**src/rtl/hidden_layer_mac_if.sv**
```systemverilog
// Bus between the hidden-layer MAC sequencer and its environment: control
// handshake, input-vector read port, weight-memory address/data and the
// hidden-activation write port.
interface hidden_layer_mac_if;
  logic              start;
  logic              busy;
  logic              done;
  logic [5:0]        in_addr;
  logic signed [7:0] in_data;
  logic [31:0]       weight_sel;
  logic              t;
  logic signed [7:0] w0, w1, w2, w3, w4, w5, w6, w7, w8, w9;
  logic              h_we;
  logic [4:0]        h_addr;
  logic [7:0]        h_data;

  // The MAC sequencer drives the memory addresses and the write port.
  modport master (
    input  start, in_data, w0, w1, w2, w3, w4, w5, w6, w7, w8, w9,
    output busy, done, in_addr, weight_sel, t, h_we, h_addr, h_data
  );

  // The environment supplies input activations and weights and consumes writes.
  modport slave (
    output start, in_data, w0, w1, w2, w3, w4, w5, w6, w7, w8, w9,
    input  busy, done, in_addr, weight_sel, t, h_we, h_addr, h_data
  );
endinterface

```
**src/rtl/hidden_layer_mac.sv**
```systemverilog
// Hidden-layer sequencer and MAC: for each of two neuron groups, sweeps the 62
// inputs while accumulating 10 weight*activation products in parallel, then
// drains ReLU/shift/saturate activations one per cycle.
module hidden_layer_mac #(
  parameter int N_IN  = 62,
  parameter int N_PAR = 10,
  parameter int N_GRP = 2,
  parameter int ACC_W = 24,
  parameter int SHIFT = 7
) (
  input  logic                  clk,
  input  logic                  rst,
  hidden_layer_mac_if.master    bus
);

  typedef enum logic [1:0] {S_IDLE, S_ACCUM, S_DRAIN, S_DONE} state_e;

  localparam logic [5:0] SEL_LAST = 6'(N_IN - 1);
  localparam logic [3:0] K_LAST   = 4'(N_PAR - 1);

  state_e                   state_q, state_d;
  logic [5:0]               sel_q, sel_d;
  logic [3:0]               k_q, k_d;
  logic                     t_q, t_d;
  logic signed [ACC_W-1:0]  acc_q [N_PAR];
  logic signed [ACC_W-1:0]  acc_d [N_PAR];
  logic                     busy_q, busy_d;
  logic                     done_q, done_d;
  logic                     h_we_q, h_we_d;
  logic [4:0]               h_addr_q, h_addr_d;
  logic [7:0]               h_data_q, h_data_d;

  logic signed [7:0]        w    [N_PAR];
  logic signed [15:0]       prod [N_PAR];

  // ReLU, arithmetic shift and saturation to the 0..127 activation range.
  function automatic logic [7:0] act(input logic signed [ACC_W-1:0] x);
    logic signed [ACC_W-1:0] s;
    s = x >>> SHIFT;
    if (x[ACC_W-1])              act = 8'd0;
    else if (s > ACC_W'(127))    act = 8'd127;
    else                         act = {1'b0, s[6:0]};
  endfunction

  // Gather the weight ports into an array and form the signed 8x8 products.
  always_comb begin
    w[0] = bus.w0; w[1] = bus.w1; w[2] = bus.w2; w[3] = bus.w3; w[4] = bus.w4;
    w[5] = bus.w5; w[6] = bus.w6; w[7] = bus.w7; w[8] = bus.w8; w[9] = bus.w9;
    for (int i = 0; i < N_PAR; i++) prod[i] = w[i] * bus.in_data;
  end

  // Next-state logic; outputs are derived from the next state so they register cleanly.
  always_comb begin
    // NOTE: every _d gets a default first so no path leaves it unassigned (no latches).
    state_d = state_q;
    sel_d   = sel_q;
    k_d     = k_q;
    t_d     = t_q;
    for (int i = 0; i < N_PAR; i++) acc_d[i] = acc_q[i];

    case (state_q)
      S_IDLE: begin
        if (bus.start) begin
          state_d = S_ACCUM;
          sel_d   = '0;
          t_d     = 1'b0;
          for (int i = 0; i < N_PAR; i++) acc_d[i] = '0;
        end
      end
      S_ACCUM: begin
        for (int i = 0; i < N_PAR; i++) acc_d[i] = acc_q[i] + ACC_W'(prod[i]);
        sel_d = sel_q + 6'd1;
        if (sel_q == SEL_LAST) begin
          state_d = S_DRAIN;
          sel_d   = '0;
          k_d     = '0;
        end
      end
      S_DRAIN: begin
        k_d = k_q + 4'd1;
        if (k_q == K_LAST) begin
          k_d = '0;
          if (!t_q) begin
            state_d = S_ACCUM;
            t_d     = 1'b1;
            sel_d   = '0;
            for (int i = 0; i < N_PAR; i++) acc_d[i] = '0;
          end else begin
            state_d = S_DONE;
          end
        end
      end
      default: state_d = S_IDLE;
    endcase

    busy_d   = (state_d != S_IDLE);
    done_d   = (state_d == S_DONE);
    h_we_d   = (state_d == S_DRAIN);
    h_addr_d = h_addr_q;
    h_data_d = h_data_q;
    if (h_we_d) begin
      h_addr_d = (t_d ? 5'(N_PAR) : 5'd0) + {1'b0, k_d};
      h_data_d = act(acc_d[k_d]);
    end
  end

  // State and output registers; reset aborts any operation in progress.
  always_ff @(posedge clk or posedge rst) begin
    if (rst) begin
      state_q  <= S_IDLE;
      sel_q    <= '0;
      k_q      <= '0;
      t_q      <= 1'b0;
      // NOTE: the accumulators are ordinary flops, not a RAM, so they reset with the rest.
      for (int i = 0; i < N_PAR; i++) acc_q[i] <= '0;
      busy_q   <= 1'b0;
      done_q   <= 1'b0;
      h_we_q   <= 1'b0;
      h_addr_q <= '0;
      h_data_q <= '0;
    end else begin
      // NOTE: non-blocking assignments so every flop samples pre-edge values.
      state_q  <= state_d;
      sel_q    <= sel_d;
      k_q      <= k_d;
      t_q      <= t_d;
      for (int i = 0; i < N_PAR; i++) acc_q[i] <= acc_d[i];
      busy_q   <= busy_d;
      done_q   <= done_d;
      h_we_q   <= h_we_d;
      h_addr_q <= h_addr_d;
      h_data_q <= h_data_d;
    end
  end

  assign bus.busy       = busy_q;
  assign bus.done       = done_q;
  assign bus.in_addr    = sel_q;
  assign bus.weight_sel = {26'd0, sel_q};
  assign bus.t          = t_q;
  assign bus.h_we       = h_we_q;
  assign bus.h_addr     = h_addr_q;
  assign bus.h_data     = h_data_q;

endmodule
```
**src/flat_wrapper.sv**
```systemverilog
// flat-port wrapper written by rule: the top's interface ports become plain ports
module hidden_layer_mac_flat 
#(
  parameter int N_IN  = 62,
  parameter int N_PAR = 10,
  parameter int N_GRP = 2,
  parameter int ACC_W = 24,
  parameter int SHIFT = 7
)
  (clk, rst, bus_start, bus_in_data, bus_w0, bus_w1, bus_w2, bus_w3, bus_w4, bus_w5, bus_w6, bus_w7, bus_w8, bus_w9, bus_busy, bus_done, bus_in_addr, bus_weight_sel, bus_t, bus_h_we, bus_h_addr, bus_h_data);
  hidden_layer_mac_if bus_i ();
  input  logic clk;
  input  logic rst;
  input wire logic [$bits(bus_i.start)-1:0] bus_start;
  input wire logic [$bits(bus_i.in_data)-1:0] bus_in_data;
  input wire logic [$bits(bus_i.w0)-1:0] bus_w0;
  input wire logic [$bits(bus_i.w1)-1:0] bus_w1;
  input wire logic [$bits(bus_i.w2)-1:0] bus_w2;
  input wire logic [$bits(bus_i.w3)-1:0] bus_w3;
  input wire logic [$bits(bus_i.w4)-1:0] bus_w4;
  input wire logic [$bits(bus_i.w5)-1:0] bus_w5;
  input wire logic [$bits(bus_i.w6)-1:0] bus_w6;
  input wire logic [$bits(bus_i.w7)-1:0] bus_w7;
  input wire logic [$bits(bus_i.w8)-1:0] bus_w8;
  input wire logic [$bits(bus_i.w9)-1:0] bus_w9;
  output wire logic [$bits(bus_i.busy)-1:0] bus_busy;
  output wire logic [$bits(bus_i.done)-1:0] bus_done;
  output wire logic [$bits(bus_i.in_addr)-1:0] bus_in_addr;
  output wire logic [$bits(bus_i.weight_sel)-1:0] bus_weight_sel;
  output wire logic [$bits(bus_i.t)-1:0] bus_t;
  output wire logic [$bits(bus_i.h_we)-1:0] bus_h_we;
  output wire logic [$bits(bus_i.h_addr)-1:0] bus_h_addr;
  output wire logic [$bits(bus_i.h_data)-1:0] bus_h_data;
  assign bus_i.start = bus_start;
  assign bus_i.in_data = bus_in_data;
  assign bus_i.w0 = bus_w0;
  assign bus_i.w1 = bus_w1;
  assign bus_i.w2 = bus_w2;
  assign bus_i.w3 = bus_w3;
  assign bus_i.w4 = bus_w4;
  assign bus_i.w5 = bus_w5;
  assign bus_i.w6 = bus_w6;
  assign bus_i.w7 = bus_w7;
  assign bus_i.w8 = bus_w8;
  assign bus_i.w9 = bus_w9;
  assign bus_busy = bus_i.busy;
  assign bus_done = bus_i.done;
  assign bus_in_addr = bus_i.in_addr;
  assign bus_weight_sel = bus_i.weight_sel;
  assign bus_t = bus_i.t;
  assign bus_h_we = bus_i.h_we;
  assign bus_h_addr = bus_i.h_addr;
  assign bus_h_data = bus_i.h_data;
  hidden_layer_mac #(.N_IN(N_IN), .N_PAR(N_PAR), .N_GRP(N_GRP), .ACC_W(ACC_W), .SHIFT(SHIFT)) u_core (.clk(clk), .rst(rst), .bus(bus_i));
endmodule
```
**config.mk**
```make
export PLATFORM = sky130hd
export DESIGN_NAME = hidden_layer_mac_flat
export DESIGN_NICKNAME = d
export VERILOG_FILES = /design/src/rtl/hidden_layer_mac_if.sv /design/src/rtl/hidden_layer_mac.sv /design/src/flat_wrapper.sv
export SDC_FILE = /design/constraint.sdc
export NUM_CORES = 2
export LEC_CHECK = 0
export ABC_AREA = 0
export CAP_MARGIN = 15
export CORE_UTILIZATION = 59
export DETAILED_ROUTE_END_ITERATION = 7
export HOLD_SLACK_MARGIN = 0.15
export PLACE_DENSITY_LB_ADDON = 0.3
export SKIP_CTS_REPAIR_TIMING = 1
export SYNTH_ARGS = -nofsm -noshare
export SYNTH_HDL_FRONTEND = slang
export SYNTH_SLANG_ARGS = --single-unit
```
**constraint.sdc**
```tcl
create_clock -name clk -period 9.2 [get_ports clk]
set_input_delay 0.92 -clock clk [delete_from_list [all_inputs] [get_ports clk]]
set_output_delay 0.92 -clock clk [all_outputs]
set_load 0.03 [all_outputs]
```
==> flow_metrics.py <==
metrics = {
    "placement": {
        "placed_area_sq_mm": 0.0566,
        "dpl.hpwl_mm": 112,
        "dp_cells": 6747,
        "pre_cts_ws_ps": 465,
        "gp_congestion": 0.947,
        "io_buffers": 118,
    },
    "logic_synthesis": {
        "ys_ff_latch": 268,
        "yosys.area.top_type": "fa_1",
        "yosysUniqueCellTypes": 85,
        "synth.most_common_cell": "fa_1",
        "postSynthAreaPerCell_sq_um": 9.73,
        "yosysSeqAreaShare_pct": 12.4,
        "synth_top_area_share_pct": 38.4,
        "synthCells": 5566,
        "synth.area.top_cells": "fa_1 38%, ha_1 13%, dfrtp_1 12%, inv_1 6.4%, and2_1 3.9%",
        "synth_commonest_cells": "1040 x fa_1, 924 x inv_1, 551 x ha_1, 546 x nand2_1, 336 x and2_1",
        "synthesis.area_sq_mm": 0.0542,
        "synth-async-reset-ratio_pct": 100,
        "synth_edf_count": 0,
        "yosysWarnings": 0,
        "synth-main-ff-cell": "dfrtp_1",
    },
    "clocking": {
        "clockBufferDepth": 3,
        "clock-root-buffer": "clkbuf_16",
        "clock-sinks": 268,
        "path_clk_slew_ps": 60,
        "cts_tree": "yes",
        "cts_made_buffers": 40,
        "htreeDepth": 2,
        "insertion_delay_ps": 610,
    },
    "setup_path": {
        "end_kind": "register",
        "worstPathMaxFanout": 24,
        "arrival_ps": 8690,
        "crit_type": "in -> reg",
        "cp.required_ps": 9640,
        "startpoint_type": "primary input",
    },
    "drt": {
        "avgViaCountPerCell": 6.00,
        "wl_met1_mm": 59.1,
        "dr_wl_met2_mm": 67.0,
        "drtIter0Drc": 3022,
        "detail-route-antenna-nets": 0,
        "wire_per_inst_microns": 20.9,
        "top_layer": "met5",
        "vias": 40900,
        "firstDrtPassIters": 8,
        "met3_length_mm": 11.3,
        "routed_wl_mm": 143,
        "drcViolationCount": 0,
    },
    "flow_run": {
        "drv_cap": 0,
    },
    "timing": {
        "rsz0062_at_grt": "no",
        "finClkSkew_ps": 40.4,
        "max_freq_mhz": 121,
        "period_minus_slack_ps": 8250,
        "finalSetupTns_ps": 0,
        "slew_violations": 0,
        "timing.slew.headroom_pct": 28.5,
        "setup-violations-final": 0,
        "final_hold_viol_count": 0,
        "worst_slew_pin_slew_ps": 1070,
        "fin_ws_ps": 951,
        "timing.final.crit_share_pct": 89.7,
    },
    "die": {
        "dieArea_sq_mm": 0.0930,
        "start_util_pct": 59.9,
        "core_sq_mm": 0.0904,
        "die_x_microns": 305,
        "std_cell_rows": 110,
        "io_pins": 146,
        "die_h_microns": 305,
    },
    "final_layout": {
        "fin_nets": 7295,
        "design_area_sq_mm": 0.0580,
        "final_layout_size_suffix_gt1_share_pct": 3.33,
        "stdcell_count": 6823,
        "area_growth_pct": 7.08,
        "fillers": 7313,
    },
    "global_routing": {
        "overflow": 0,
        "grt_pass1_wl_mm": 237,
        "grt_usage_pct": 32.2,
        "grt_pass1_vias": 43100,
        "antenna_found_initial": 6,
        "grt_max_degree": 140,
    },
    "status": {
        "outcome": "finished, final reports clean",
    },
    "worst_hold_path": {
        "hold_path.class": "reg -> reg",
    },
}
[critical path: stages]
cell	delay, ps
clkdlybuf4s50_1	530
clkinv_2	590
fa_1	770
inv_1	50
fa_1	480
fa_1	560
fa_1	430
fa_1	370
ha_1	270
a2111oi_0	500
o21ai_0	290
a21oi_1	450
o31ai_1	240
xor2_1	200
a221oi_1	820
nor4_1	120
a2111oi_0	540
a32o_1	370
a32oi_1	140
[routing by layer]
layer	vias up	GRT usage, %
met5	-	0
met4	8	11.0
met3	293	5.85
met2	1535	51.1
met1	20900	44.8
li1	18200	-
[cell usage in the layout (no fill, tap or decap), types with 45 or more instances in the layout]
master / instances
fa_1: 1040
inv_1: 922
ha_1: 551
nand2_1: 546
and2_1: 336
dfrtp_1: 268
o21ai_0: 259
nor2_1: 218
a21oi_1: 134
clkdlybuf4s50_1: 111
xnor2_1: 106
xor2_1: 64
buf_4: 61
nand3_1: 56
a21o_1: 54
nor3_1: 52
o211ai_1: 48
a22o_1: 45
[metrics by stage]
stage,hold slack (ps),utilization [%]
floorplan,480,-
global placement,470,62.6
detailed placement,464,62.6
CTS,494,64.1
global route,530,64.1
finish,487,64.1
[cells by family after synthesis]
family	share of synthesized area, %
AND/OR/NAND/NOR	12.8
XOR/XNOR	2.87
AO/OA/AOI/OAI	11.9
adder cells (fa/ha/maj)	51.2
other	0.00692
flip-flops	12.4
multiplexers	0.758
buffers and inverters	8.16
[final timing paths]
path / end / slack, ps / start / cells past startpoint
setup reg to reg: u_core.bus.h_data[6]$_DFFE_PP0P_ / 2160 / register / 20
max in group asynchronous: async pin / 6480 / rst / 4
hold / removal: u_core.bus.h_addr[1]$_DFFE_PP0P_ / 490 / u_core.bus.h_addr[1]$_DFFE_PP0P_ / 2
min in group asynchronous: u_core.acc_q[142]$_DFF_PP0_ / 860 / rst / 2
hold reg to reg: u_core.bus.h_addr[1]$_DFFE_PP0P_ / 490 / u_core.bus.h_addr[1]$_DFFE_PP0P_ / 2
setup / recovery: u_core.bus.h_data[6]$_DFFE_PP0P_ / 950 / bus_in_data[7] / 19
[layout make-up]
class | count | area, sq um | area share [%]
Multi-Input combinational cell | 4193 | 43200 | 74.4
Sequential cell | 268 | 6710 | 11.6
Inverter | 926 | 3480 | 6.01
Timing Repair Buffer | 184 | 1730 | 2.99
Tap cell | 1176 | 1470 | 2.54
Clock buffer | 51 | 1110 | 1.92
Clock inverter | 23 | 307 | 0.529
Antenna cell | 2 | 5.00 | 0.00863
Power is not shown: default switching activity piles up to over one toggle a cycle in this logic, so the estimate is an artifact.
